`src/rtl/riscv_mem_access_pkg.sv`:
```
// Shared widths, FSM encoding and small helpers for the MEM-stage data access block.
// Latency: none (types and constants only).
// Backpressure: none (types and constants only).
package riscv_mem_access_pkg;

  localparam int REG_W      = 32;
  localparam int REG_ADDR_W = 5;

  typedef enum logic [1:0] {
    MEM_IDLE = 2'd0,
    MEM_REQ  = 2'd1,
    MEM_WAIT = 2'd2,
    MEM_DONE = 2'd3
  } mem_state_e;

  // Word accesses only: any nonzero byte offset is a misaligned access.
  function automatic logic is_misaligned(input logic [1:0] byte_off);
    return byte_off != 2'b00;
  endfunction

endpackage

```
`src/rtl/riscv_mem_access.sv`:
```
// MEM stage: issues word loads/stores on a req/gnt/rvalid bus and registers the MEM/WB fields.
// Latency: 1 cycle for non-memory/misaligned ops, 3+ cycles for bus accesses (input to wb_valid_o).
// Backpressure: stall_o holds upstream while an access is being issued or awaited; bus timeouts abort with err_o.
module riscv_mem_access
  import riscv_mem_access_pkg::*;
#(
  parameter int TIMEOUT_CYCLES = 255,
  parameter int CNT_W          = 8
) (
  input  logic                  clk,
  input  logic                  rst_n,
  input  logic                  in_valid_i,
  input  logic                  data_re_i,
  input  logic                  data_we_i,
  input  logic [REG_W-1:0]      alu_res_i,
  input  logic [REG_W-1:0]      wdata_i,
  input  logic [REG_ADDR_W-1:0] rd_idx_i,
  input  logic                  rd_we_i,
  output logic                  stall_o,
  output logic                  mem_req_o,
  output logic                  mem_we_o,
  output logic [REG_W-1:0]      mem_addr_o,
  output logic [REG_W-1:0]      mem_wdata_o,
  input  logic                  mem_gnt_i,
  input  logic                  mem_rvalid_i,
  input  logic [REG_W-1:0]      mem_rdata_i,
  output logic                  wb_valid_o,
  output logic [REG_ADDR_W-1:0] wb_rd_idx_o,
  output logic                  wb_rd_we_o,
  output logic [REG_W-1:0]      wb_data_o,
  output logic                  err_o
);

  mem_state_e        state_q, state_d;
  logic [CNT_W-1:0]  cnt_q;
  logic              to_flag_q;
  logic              we_q;
  logic [REG_W-1:0]  addr_q, wdata_q, rdata_q;

  logic mem_op, mis, mem_go, cnt_last, capture, timeout_hit, wb_err, wb_load;

  assign mem_op   = in_valid_i & (data_re_i | data_we_i);
  assign mis      = is_misaligned(alu_res_i[1:0]);
  assign mem_go   = mem_op & ~mis;
  assign cnt_last = (cnt_q == CNT_W'(TIMEOUT_CYCLES - 1));

  assign stall_o     = (state_q == MEM_REQ) | (state_q == MEM_WAIT) | ((state_q == MEM_IDLE) & mem_go);
  assign mem_req_o   = (state_q == MEM_REQ);
  assign mem_we_o    = we_q;
  assign mem_addr_o  = addr_q;
  assign mem_wdata_o = wdata_q;

  // State register.
  always_ff @(posedge clk or negedge rst_n) begin
    if (!rst_n) state_q <= MEM_IDLE;
    else        state_q <= state_d;
  end

  // Next state; a real bus response in the final counted cycle beats the timeout.
  always_comb begin
    state_d     = state_q;
    capture     = 1'b0;
    timeout_hit = 1'b0;
    case (state_q)
      MEM_IDLE: if (mem_go) state_d = MEM_REQ;
      MEM_REQ: begin
        if (mem_gnt_i && we_q) begin
          state_d = MEM_DONE;
        end else if (mem_gnt_i && mem_rvalid_i) begin
          capture = 1'b1;
          state_d = MEM_DONE;
        end else if (mem_gnt_i) begin
          state_d = MEM_WAIT;
        end else if (cnt_last) begin
          timeout_hit = 1'b1;
          state_d     = MEM_DONE;
        end
      end
      MEM_WAIT: begin
        if (mem_rvalid_i) begin
          capture = 1'b1;
          state_d = MEM_DONE;
        end else if (cnt_last) begin
          timeout_hit = 1'b1;
          state_d     = MEM_DONE;
        end
      end
      MEM_DONE: state_d = MEM_IDLE;
      default:  state_d = MEM_IDLE;
    endcase
  end

  // Access context: latched on issue so the bus sees stable values; timeout counter and flag.
  always_ff @(posedge clk or negedge rst_n) begin
    if (!rst_n) begin
      addr_q    <= '0;
      wdata_q   <= '0;
      rdata_q   <= '0;
      we_q      <= 1'b0;
      cnt_q     <= '0;
      to_flag_q <= 1'b0;
    end else begin
      if ((state_q == MEM_IDLE) && mem_go) begin
        addr_q    <= {alu_res_i[REG_W-1:2], 2'b00};
        wdata_q   <= wdata_i;
        we_q      <= data_we_i;
        rdata_q   <= '0;
        cnt_q     <= '0;
        to_flag_q <= 1'b0;
      end else if ((state_q == MEM_REQ) || (state_q == MEM_WAIT)) begin
        cnt_q <= cnt_q + 1'b1;
      end
      if (capture)     rdata_q   <= mem_rdata_i;
      if (timeout_hit) to_flag_q <= 1'b1;
    end
  end

  // The timeout flag and captured data only belong to the instruction retiring from DONE.
  assign wb_err  = (mem_op & mis) | ((state_q == MEM_DONE) & to_flag_q);
  assign wb_load = (state_q == MEM_DONE) & ~we_q;

  // MEM/WB register: fields load whenever an instruction leaves this stage.
  always_ff @(posedge clk or negedge rst_n) begin
    if (!rst_n) begin
      wb_valid_o  <= 1'b0;
      wb_rd_idx_o <= '0;
      wb_rd_we_o  <= 1'b0;
      wb_data_o   <= '0;
      err_o       <= 1'b0;
    end else begin
      wb_valid_o <= in_valid_i & ~stall_o;
      if (in_valid_i && !stall_o) begin
        wb_rd_idx_o <= rd_idx_i;
        wb_rd_we_o  <= rd_we_i & ~wb_err;
        wb_data_o   <= wb_load ? rdata_q : alu_res_i;
        err_o       <= wb_err;
      end
    end
  end

endmodule

```
`config.mk`:
```
export PLATFORM = sky130hd
export DESIGN_NAME = riscv_mem_access
export DESIGN_NICKNAME = d
export VERILOG_FILES = /design/src/rtl/riscv_mem_access_pkg.sv /design/src/rtl/riscv_mem_access.sv
export SDC_FILE = /design/constraint.sdc
export NUM_CORES = 1
export LEC_CHECK = 0
export ABC_AREA = 1
export CAP_MARGIN = 10
export CORE_ASPECT_RATIO = 0.7
export CORE_UTILIZATION = 49
export CTS_CLUSTER_SIZE = 24
export DETAILED_ROUTE_END_ITERATION = 6
export GPL_TIMING_DRIVEN = 0
export PLACE_DENSITY_LB_ADDON = 0.3
export SYNTH_ARGS = -nofsm -noshare
export SYNTH_HDL_FRONTEND = slang
export SYNTH_SLANG_ARGS = --single-unit
```
`constraint.sdc`:
```
create_clock -name clk -period 4.7 [get_ports clk]
set_input_delay 0.47 -clock clk [delete_from_list [all_inputs] [get_ports clk]]
set_output_delay 0.47 -clock clk [all_outputs]
set_load 0.05 [all_outputs]
```
==> run summary, run 1 <==
Final-report hold violation count: 2
Power per cell area: 807 nW/um^2
Hold WS: -0.00149 ns
Status: finished, violations left
Storage cell area: 3650 um^2
CTS Buffer Depth: 2
GP Congestion: 0.856
Fraction of registers with async set/reset: 100%
Inst Count DP: 1085
Total global-route track usage: 27.9%
DR vias/cell: 5.02
CTS root buf: clkbuf_16
Synth cell types: 28
DRT Pass-1 Iters: 5
Worst hold path type: in2async
Synth warn: 0
Crit path launch type: register
Filler cells: 867
WP data arrival: 2.72 ns
Post-Syn Area per Cell: 8.64 um^2
Total CTS buffers: 17
Post-DRT Antenna Nets: 0
Global routing's busiest layer: met2
Final setup violation count: 0
Mapped Cells: 713
Post-CTS sizing: 0
Grt met3 use: 9.79%
Most frequent cells in the layout: 296 x nand2_1, 212 x clkdlybuf4s50_1, 146 x dfrtp_1
Vias after detailed routing: 5612
Synthesis-to-finish area growth: 48.5%
Setup crit end kind: output port
Leakage: 4.57 nW
Biggest area consumer among synthesized cells: dfrtp_1
# Post-CTS Setup Buffers: 0
#FFs+latches synth: 146
Minimum clock period: 3.19 ns
Number of H-tree levels: 4
Critical Path Fanout Max: 10
Sink Count: 146
Top cells by area, synth: dfrtp_1 59%, nand2_1 18%, o21ai_0 4.7%, o21ai_1 3.5%, nand3_1 3.2%
Area occupied by multi-input gates: 2090 um^2
WL/cell: 15.7 um
RSZ-0062 raised after global routing: no
Non-filler instance count after layout: 1117
Max cap viols: 0
HPWL reported at the end of detailed placement: 12300 um
Failing checks: negative hold slack
Die area: 13000 um^2
Ys flop type: dfrtp_1
WP data required: 4.23 ns
EDFF count, synth: 0
Starting Density: 51.5%
Die width: 136 um
Setup TNS: 0 ns
Detailed Route WL: 17500 um
Final net count: 1063
First-pass GRT wire length: 27500 um
Vias in the first global route: 5403
Slew Limit Fails: 0
Largest net degree at the start of global routing: 93
Slew HR: 61.2%
Worst Tran Pin Value: 0.579 ns
Die Ht: 95.8 um
Core Rows: 33
Final Util: 76.4%
Kind of critical path: reg2out
CTS tree: yes
Hold-fix buffers, CTS: 0
Seq/Total Area, Yosys: 59.3%
Setup Skew: 0.00790 ns
Met2 Use GR: 45.7%
Commonest non-fill, non-tap cell in the layout: nand2_1
Worst-path clk slew: 0.06 ns
Drt drc: 0
IO Port Bufs: 213
Syn Std Cell Area: 6160 um^2
Top Ports: 216
F_max: 313 MHz
ANT cells: 0
Congestion Overflow GR: 0
Yosys top cell area share: 59.3%
Worst-Skew Late Latency: 0.41 ns
Worst VDD drop: 0.461 mV
Core area: 12000 um^2
Layout cells sized above 1: 6.98%
M1 GR Usage: 35.6%
Final Cycle Share: 67.9%
Number of DRC markers in iteration 0: 307
Antenna violations before repair: 0
layout make-up:
class                           instances  share of cell area [%]
Tap cell                              157                    2.15
Multi-Input combinational cell        475                    22.8
Clock inverter                         13                    2.01
Inverter                               54                    2.22
Buffer                                 39                    2.45
Sequential cell                       146                    39.9
Timing Repair Buffer                  214                    23.6
Clock buffer                           19                    4.84
flip-flops by register name, summed over array words and instances, names as in the netlist:
name,count
to_flag_q,1
mem_addr_o,30
wb_rd_we_o,1
mem_we_o,1
rdata_q,32
mem_wdata_o,32
err_o,1
state_q,2
wb_rd_idx_o,5
cnt_q,8
wb_valid_o,1
wb_data_o,32
through the flow:
stage | cell area, um^2 | power (W) | setup slack (ns)
floorplan | 6170 | 0.00460 | 2.79
global placement | 8490 | 0.00586 | -2.65
detailed placement | 8520 | 0.00593 | 1.53
CTS | 9150 | 0.00741 | 1.49
global route | 9150 | 0.00776 | 1.41
finish | 9150 | 0.00739 | 1.51
synthesized netlist by cell type (2+ instances only):
library cell and number:
nor3_1 2, buf_1 3, mux2i_1 2, nand3_2 2
ha_1 7, inv_1 52, o21ai_0 58, o21ai_1 43
inv_2 2, clkbuf_1 7, nand2_1 296, nor2_1 9
dfrtp_1 146, buf_2 20, buf_4 4, buf_6 5
nand3_1 40, a21oi_1 5
path summary, 6_finish.rpt:
kind / slack (ns) / start / cells past startpoint / to
setup / recovery: 1.51 / state_q[0] / 6 / stall_o
hold / removal: -0.001 / rst_n / 1 / mem_addr_o[8]
setup reg to reg: 2.75 / state_q[0] / 6 / rdata_q[27]
hold reg to reg: 0.48 / mem_wdata_o[5] / 2 / mem_wdata_o[5]
max in group asynchronous: 3.87 / rst_n / 2 / mem_wdata_o[3]
min in group clk: 0.48 / mem_wdata_o[5] / 2 / mem_wdata_o[5]
where the power goes:
group	switching [W]	internal, W	total [W]
Sequential	0.000339	0.00184	0.00218
Combinational	0.00253	0.00124	0.00377
Clock	0.000535	0.000903	0.00144
cells by family after synthesis:
group,count (synthesis),share of synthesized area [%]
flops,146,59.3
compound gates,110,9.06
mux,2,0.325
other cells,1,0.0609
simple gates,353,22.8
fa+ha+maj,7,1.42
buf+inv,93,6.92
xor+xnor,1,0.142
layer usage:
layer	part of all wire, %	vias to the layer above
met5	0	-
met4	0.97	0
met3	8.9	13
met2	47	210
met1	43	2681
li1	-	2708
worst max-delay path: stages (launching register included):
cell and delay, ns:
dfrtp_1 0.40, inv_1 0.18, ha_1 0.24, nand3_2 0.23
buf_2 0.27, nand2_1 0.15, clkdlybuf4s50_1 0.84
(Power assumes the default switching activity.)
==> run 2: changes to the inputs <==
- CORE_UTILIZATION: 49 -> 45
- clock period: 4.7 -> 3.3 ns (I/O delays scaled with it)
==> run 2 against run 1 <==
  * The run now ends clean
  * First-iteration DRC count is 5.5% lower
  * Largest cell class unchanged
  * Clock skew is 0.0030 ns higher
  * Count of clock-buffer cells in the layout rose by 2
  * Utilization down 7.2 points
  * Critical path type unchanged
  * Sequential share of layout area is 0.13 points lower
  * Largest power group unchanged
  * Highest routed layer unchanged
==> run summary, run 2 (synthesis results as in run 1) <==
Detailed Route WL: 17200 um
Setup Skew: 0.0109 ns
Congestion Overflow GR: 0
Vias in the first global route: 5331
WP data arrival: 2.78 ns
Setup crit end kind: output port
Sink Count: 146
Worst-path clk slew: 0.06 ns
Die Ht: 99.9 um
DR vias/cell: 4.82
Antenna violations before repair: 0
Cell Int Power: 0.00562 W
Core Rows: 35
Commonest non-fill, non-tap cell in the layout: nand2_1
Largest net degree at the start of global routing: 96
Total CTS buffers: 17
Setup TNS: 0 ns
CTS Buffer Depth: 2
First-pass GRT wire length: 27500 um
Final-report hold violation count: 0
Vias after detailed routing: 5529
Worst VDD drop: 0.711 mV
Synthesis-to-finish area growth: 49.0%
WL/cell: 15.0 um
Switching Fraction: 46.1%
Worst Tran Pin Value: 0.563 ns
Clock network fraction of design power: 19.0%
Worst hold path type: in2async
Slew Limit Fails: 0
Starting Density: 46.4%
Status: completed
Power per cell area: 1140 nW/um^2
Post-CTS sizing: 0
WP data required: 2.97 ns
Most frequent cells in the layout: 296 x nand2_1, 212 x clkdlybuf4s50_1, 146 x dfrtp_1
Final WS setup: 0.194 ns
Number of DRC markers in iteration 0: 290
Flop pwr share: 29.7%
Final setup violation count: 0
Top Ports: 216
CTS root buf: clkbuf_16
IO Port Bufs: 213
Core area: 13300 um^2
F_max: 322 MHz
Minimum clock period: 3.11 ns
Kind of critical path: reg2out
Die area: 14200 um^2
Final Cycle Share: 94.1%
Sw Pwr: 0.00481 W
Layout cells sized above 1: 6.87%
Leakage: 4.56 nW
Worst-Skew Late Latency: 0.41 ns
Die width: 142 um
GP Congestion: 0.822
CTS tree: yes
DRT Pass-1 Iters: 4
Max cap viols: 0
Post-DRT Antenna Nets: 0
Worst slack at placement: 0.406 ns
Crit path launch type: register
HPWL reported at the end of detailed placement: 12400 um
Critical Path Fanout Max: 10
Power share of the combinational group: 51.3%
Final net count: 1064
Drt drc: 0
Number of H-tree levels: 4
Flop-to-flop setup slack: 1.34 ns
RSZ-0062 raised after global routing: no
ANT cells: 0
Total global-route track usage: 25.6%
Slew HR: 62.3%
## run 2: per-layer routing
metal	part of all wire [%]	wire length (um)	track usage, %	vias up
li1	-	-	-	2722
met4	0.64	111	6.37	0
met1	45	7820	34.9	2590
met5	0	0	0	-
met3	9.2	1590	8.73	8
met2	45	7710	39.5	209
## run 2: final timing paths
path,from,end,cells past startpoint
max in group asynchronous,rst_n,wb_data_o[30],3
min in group clk,wdata_i[27],mem_wdata_o[27],3
min reg2reg,wb_rd_idx_o[3],wb_rd_idx_o[3],2
max reg2reg,state_q[0],rdata_q[29],6
max,state_q[0],stall_o,6
min,rst_n,mem_addr_o[7],2
## run 2: area by class of cell
class / instances / area, um^2
Sequential cell: 146 / 3650
Tap cell: 185 / 231
Clock inverter: 11 / 151
Fill cell: 1068 / 4090
Timing Repair Buffer: 215 / 2170
Clock buffer: 21 / 460
Buffer: 39 / 224
Multi-Input combinational cell: 475 / 2090
Inverter: 54 / 203
## run 2: critical path, stage by stage, from the launching register on
cell,delay [ns]
dfrtp_1,0.40
inv_1,0.20
ha_1,0.26
nand3_2,0.23
buf_2,0.28
nand2_1,0.15
clkdlybuf4s50_1,0.84
## run 2: power groups by stage
stage	Sequential (W)	Clock, W	Combinational (W)
finish	0.00309	0.00199	0.00535
global route	0.00320	0.00210	0.00573
CTS	0.00309	0.00202	0.00538
detailed placement	0.00309	0	0.00537
global placement	0.00309	0	0.00527
floorplan	0.00515	0	0.00140
## run 2: repair_timing
action / 4_1_cts / 5_1_grt
endpoints found under the hold margin: 51 / 0
setup endpoints to repair: 0 / 0
hold buffers: 1 / 0
buffers inserted: 0 / 0
## run 2: per-stage QoR
stage / total power, W / instances / instance area (um^2) / hold slack [ns] / util, %
finish: 0.0104 / 1146 / 9180 / 0.434 / 69.2
global route: 0.0110 / 1146 / 9180 / 0.452 / 69.2
CTS: 0.0105 / 1146 / 9180 / 0.435 / 69.2
detailed placement: 0.00845 / 1113 / 8560 / 0.313 / 64.5
global placement: 0.00835 / 1112 / 8530 / 0.462 / 64.3
floorplan: 0.00655 / 714 / 6170 / 0.0344 / -
